`src/rtl/fib_pkg.sv`:
```
// Shared definitions for the Fibonacci generator/checker pair.
// Holds the search FSM state type and an index-sizing helper.
// Pure declarations; no logic, no timing, no flow control.
package fib_pkg;

    typedef enum logic {
        IDLE   = 1'b0,
        SEARCH = 1'b1
    } fib_state_t;

    // Largest k such that F(k) < 2**width. Evaluated at elaboration time to
    // size and sanity-check index ports (47 for width 32). Valid to width 126.
    function automatic int fib_max_index(input int width);
        logic [127:0] fa;
        logic [127:0] fb;
        logic [127:0] ft;
        logic [127:0] limit;
        int           k;
        fa    = '0;
        fb    = 128'd1;
        k     = 0;
        limit = 128'd1 << width;
        // fb is F(k+1); advance while the next term still fits in width bits
        for (int i = 0; i < 200; i++) begin
            if (fb < limit) begin
                ft = fa + fb;
                fa = fb;
                fb = ft;
                k  = k + 1;
            end
        end
        return k;
    endfunction

endpackage

```
`src/rtl/fib_index.sv`:
```
// Fibonacci index finder: reports whether value is F(k) and its (floor) index k.
// Latency: k+1 cycles on a match at k, j+2 cycles for a non-member with floor index j.
// Backpressure: start is accepted only while busy=0; start/value are ignored while busy.
module fib_index
    import fib_pkg::*;
#(
    parameter int WIDTH = 32,
    parameter int IDX_W = 8
) (
    input  logic             clk,
    input  logic             rst,
    input  logic             start,
    input  logic [WIDTH-1:0] value,
    output logic             busy,
    output logic             done,
    output logic             is_fib,
    output logic [IDX_W-1:0] index
);

    // The index output must be able to hold the largest reachable index.
    if (IDX_W < $clog2(fib_max_index(WIDTH) + 1)) begin : g_idx_w_check
        $error("fib_index: IDX_W too small for WIDTH");
    end

    fib_state_t       state;
    // One extra bit keeps the first term above any WIDTH-bit target exact,
    // so the search stops before truncation can ever matter.
    logic [WIDTH:0]   a;
    logic [WIDTH:0]   b;
    logic [IDX_W-1:0] k;
    logic [WIDTH-1:0] target;

    logic             hit_eq;
    logic             hit_gt;

    // Compare the current term F(k) against the zero-extended target.
    assign hit_eq = (a == {1'b0, target});
    assign hit_gt = (a >  {1'b0, target});

    // Search FSM and datapath: capture on start, step F(k) until it reaches the target.
    always_ff @(posedge clk or negedge rst) begin
        if (!rst) begin
            state  <= IDLE;
            busy   <= 1'b0;
            done   <= 1'b0;
            is_fib <= 1'b0;
            index  <= '0;
            a      <= '0;
            b      <= (WIDTH+1)'(1);
            k      <= '0;
            target <= '0;
        end else begin
            done <= 1'b0;
            case (state)
                IDLE: begin
                    if (start) begin
                        target <= value;
                        a      <= '0;
                        b      <= (WIDTH+1)'(1);
                        k      <= '0;
                        busy   <= 1'b1;
                        state  <= SEARCH;
                    end
                end
                SEARCH: begin
                    if (hit_eq) begin
                        is_fib <= 1'b1;
                        index  <= k;
                        done   <= 1'b1;
                        busy   <= 1'b0;
                        state  <= IDLE;
                    end else if (hit_gt) begin
                        // k is at least 1 here because F(0)=0 never exceeds a target
                        is_fib <= 1'b0;
                        index  <= k - IDX_W'(1);
                        done   <= 1'b1;
                        busy   <= 1'b0;
                        state  <= IDLE;
                    end else begin
                        a <= b;
                        b <= a + b;
                        k <= k + IDX_W'(1);
                    end
                end
                default: begin
                    state <= IDLE;
                    busy  <= 1'b0;
                end
            endcase
        end
    end

endmodule

```
`config.mk`:
```
export PLATFORM = sky130hd
export DESIGN_NAME = fib_index
export DESIGN_NICKNAME = d
export VERILOG_FILES = /design/src/rtl/fib_pkg.sv /design/src/rtl/fib_index.sv
export SDC_FILE = /design/constraint.sdc
export NUM_CORES = 1
export LEC_CHECK = 0
export BUFFER_PORTS_ARGS = -buffer_cell sky130_fd_sc_hd__buf_2
export CAP_MARGIN = 25
export CORE_UTILIZATION = 30
export CTS_CLUSTER_SIZE = 40
export DETAILED_ROUTE_END_ITERATION = 8
export HOLD_SLACK_MARGIN = 0.12
export PLACE_DENSITY = 0.5
export SETUP_SLACK_MARGIN = 0.5
export SLEW_MARGIN = 20
export SYNTH_ARGS = -nofsm -noshare
export SYNTH_HDL_FRONTEND = slang
export SYNTH_SLANG_ARGS = --single-unit
```
`constraint.sdc`:
```
create_clock -name clk -period 3.6 [get_ports clk]
set_input_delay 0.72 -clock clk [delete_from_list [all_inputs] [get_ports clk]]
set_output_delay 0.72 -clock clk [all_outputs]
set_load 0.02 [all_outputs]
```
==> summary.txt <==
Routing
  – DRT Wirelength: 15900 um
  – DRT Pass-1 Iters: 4
  – Mean routed wirelength per cell: 14.1 um
  – Via density per instance: 4.83
  – Routed Antenna Nets: 0
  – Vias: 5420
  – # DRC: 0
  – Number of DRC markers in iteration 0: 307

Layout
  – Sequential Area: 2950 sq um
  – Layout Nets: 927
  – Layout area overhead: 17.0%
  – Final instance area: 8090 sq um
  – N_diodes: 0
  – Footprint of the multi-input gates: 3680 sq um
  – Final Core Density: 35.7%
  – Layout cells sized above 1: 12.6%
  – Finished Layout Cells: 1123
  – Fillers: 2356

Placed design
  – Placed Area: 7490 sq um
  – GP Congestion: 0.791
  – I/O Buffers: 45
  – Hpwl dp: 11100 um
  – Placed cells: 1091

Worst setup path
  – Startpoint types: flip-flop
  – WS Path Type: flip-flop to flip-flop
  – CP Data Required Time: 3.94 ns
  – Critical path peak fanout: 21
  – Crit path DAT: 3.32 ns
  – Worst setup EP type: flip-flop

Die
  – Rows: 55
  – Die area: 23700 sq um
  – Io pins: 46
  – Die Span Y: 154 um
  – Die Wd: 154 um
  – Core Area: 22600 sq um
  – Initial Utilization: 30.5%

Logic synthesis
  – Synth Register Bits: 118
  – Post-synthesis async set-or-reset flop share: 100%
  – Syn nets: 885
  – Synth Area per Inst: 8.83 sq um
  – Primary FF master, synth: dfrtp_1
  – Distinct cells, synth: 50
  – Sequential area share after synthesis: 42.7%
  – Warnings from Yosys: 0
  – Post-Syn Instances: 783
  – EDFF count, synth: 0
  – Synthesized area: 6920 sq um

Clock tree
  – CTS Buf Count: 17
  – Root Buffer Master: clkbuf_16
  – Deepest clock path buffer count: 2
  – CTS tree: yes
  – Htree depth: 4
  – Clk sink count: 118
  – Setup bufs post-CTS: 0
  – CTS Hold Bufs: 0
  – CTS clock-pin slew for the worst setup and hold paths: 0.06 ns
  – Clk_lat worst skew: 0.42 ns

STA
  – Measured slew at the worst slew-check pin: 0.618 ns
  – Final period util: 82.8%
  – Fin. max-slew vios: 0
  – Final setup viols: 0
  – Setup TNS: 0 ns
  – Clock Skew: 0.00966 ns
  – Fmax: 336 MHz
  – Final Hold Viols: 0
  – RSZ-0062 raised after global routing: true
  – Min Tclk post-route: 2.98 ns
  – Worst rel slew slack: 58.8%

Flow run
  – Max-cap violations: 0

Status
  – Status: finished, final reports clean

Pwr
  – P_leak: 3.91 nW
  – Pwr per Cell Area: 917 nW/um^2
  – Worst VDD drop: 0.471 mV

Worst hold path
  – Hold Crit Class: input pin to asynchronous set/reset pin

Global route
  – Initial antenna violation count: 0
  – First-pass GRT wire length: 27000 um
  – GRT Resource Usage Total: 14.4%
  – Vias in the first global route: 5251
  – Largest net degree at the start of global routing: 72
  – GR Overflow Total: 0
[critical path, stage by stage (launching register included)]
cell and delay [ns]:
dfrtp_1 0.40, ha_1 0.33, a21o_1 0.17, a21o_1 0.18, a221oi_2 0.34, o22ai_1 0.23, nor4b_4 0.43, nand2_1 0.15
buf_4 0.23, nor4_1 0.25, nor4b_1 0.08, a21oi_1 0.12
[per-stage QoR]
step	worst slack (ns)	hold slack (ns)	total power, mW
floorplan	0.917	0.424	4.78
global placement	0.645	0.457	5.73
detailed placement	0.583	0.461	5.77
CTS	0.587	0.282	7.52
global route	0.376	0.307	8.15
finish	0.620	0.265	7.42
[flip-flops by register name, summed over array words and instances (netlist names)]
signal / count
index: 8
is_fib: 1
busy: 1
b: 33
a: 33
target: 32
done: 1
state: 1
k: 8
[Yosys cell counts, drive strengths merged (2+ instances only)]
cell type | instances | share of area [%]
a211o | 2 | 0.25
a211oi | 2 | 0.22
a21o | 23 | 2.5
a21oi | 38 | 2.8
a221oi | 3 | 0.56
a22o | 3 | 0.38
a31o | 4 | 0.51
a31oi | 6 | 0.54
and3 | 4 | 0.36
and4 | 4 | 0.51
buf | 4 | 0.29
clkbuf | 29 | 1.6
dfrtp | 117 | 42
ha | 66 | 12
inv | 50 | 2.7
nand2 | 157 | 8.5
nand2b | 6 | 0.54
nand3 | 27 | 2.0
nand4 | 6 | 0.54
nor2 | 22 | 1.2
nor3 | 7 | 0.51
nor4 | 3 | 0.49
nor4b | 2 | 0.47
o211ai | 4 | 0.43
o21a | 4 | 0.43
o21ai | 118 | 8.5
o21bai | 5 | 0.54
o22ai | 5 | 0.45
o31ai | 5 | 0.54
or2 | 4 | 0.36
or3 | 2 | 0.18
xnor2 | 17 | 2.2
xor2 | 22 | 2.8
[cell families after synthesis]
family	synth area share [%]
fa+ha+maj	12.2
flops	42.7
xor+xnor	4.94
simple gates	16.1
buf+inv	4.58
compound gates	19.4
[metal layers]
layer | GRT usage [%] | vias up | part of all wire (%)
li1 | - | 2806 | -
met1 | 19.7 | 2532 | 51
met2 | 22.5 | 68 | 45
met3 | 2.90 | 14 | 2.7
met4 | 4.62 | 0 | 1.2
met5 | 0 | - | 0
[layout make-up]
class / instances / area share [%]
tap: 285 / 4.41
multi-input combinational: 582 / 45.4
clock buffer: 17 / 5.26
clock inverter: 15 / 1.93
sequential: 118 / 36.5
timing repair buffer: 56 / 4.14
inverter: 50 / 2.32
[layout by cell type, fill, tap and decap left out, types with 6 or more instances in the layout]
| cell | instances |
|---|---|
| ha_1 | 66 |
| nand2_1 | 157 |
| dfrtp_1 | 117 |
| clkbuf_16 | 17 |
| buf_4 | 10 |
| xnor2_1 | 17 |
| inv_1 | 50 |
| nand3_1 | 27 |
| a21o_1 | 23 |
| o21ai_0 | 114 |
| nor2_1 | 21 |
| nand4_1 | 6 |
| buf_2 | 44 |
| a21oi_1 | 38 |
| xor2_1 | 22 |
| nor3_1 | 7 |
[power breakdown]
group	switching, mW	internal, mW	total [mW]
Clock	0.673	1.02	1.69
Combinational	2.16	1.33	3.49
Sequential	0.363	1.88	2.24
Total	3.19	4.23	7.42
[worst paths after layout]
path	startpoint	endpoint	slack (ns)	depth (start not counted)
max in group asynchronous	rst	b[0]	2.62	2
min reg2reg	busy	busy	0.47	2
max reg2reg	a[22]	b[32]	0.62	11
max	a[22]	b[32]	0.62	11
min	rst	target[17]	0.26	1
min in group clk	busy	busy	0.47	2
[repair_timing]
action | in CTS | in global routing
endpoints found under the setup margin | 0 | 17
hold endpoints to repair | 0 | 0
gates resized for setup | 0 | 5
(Power assumes the default switching activity.)
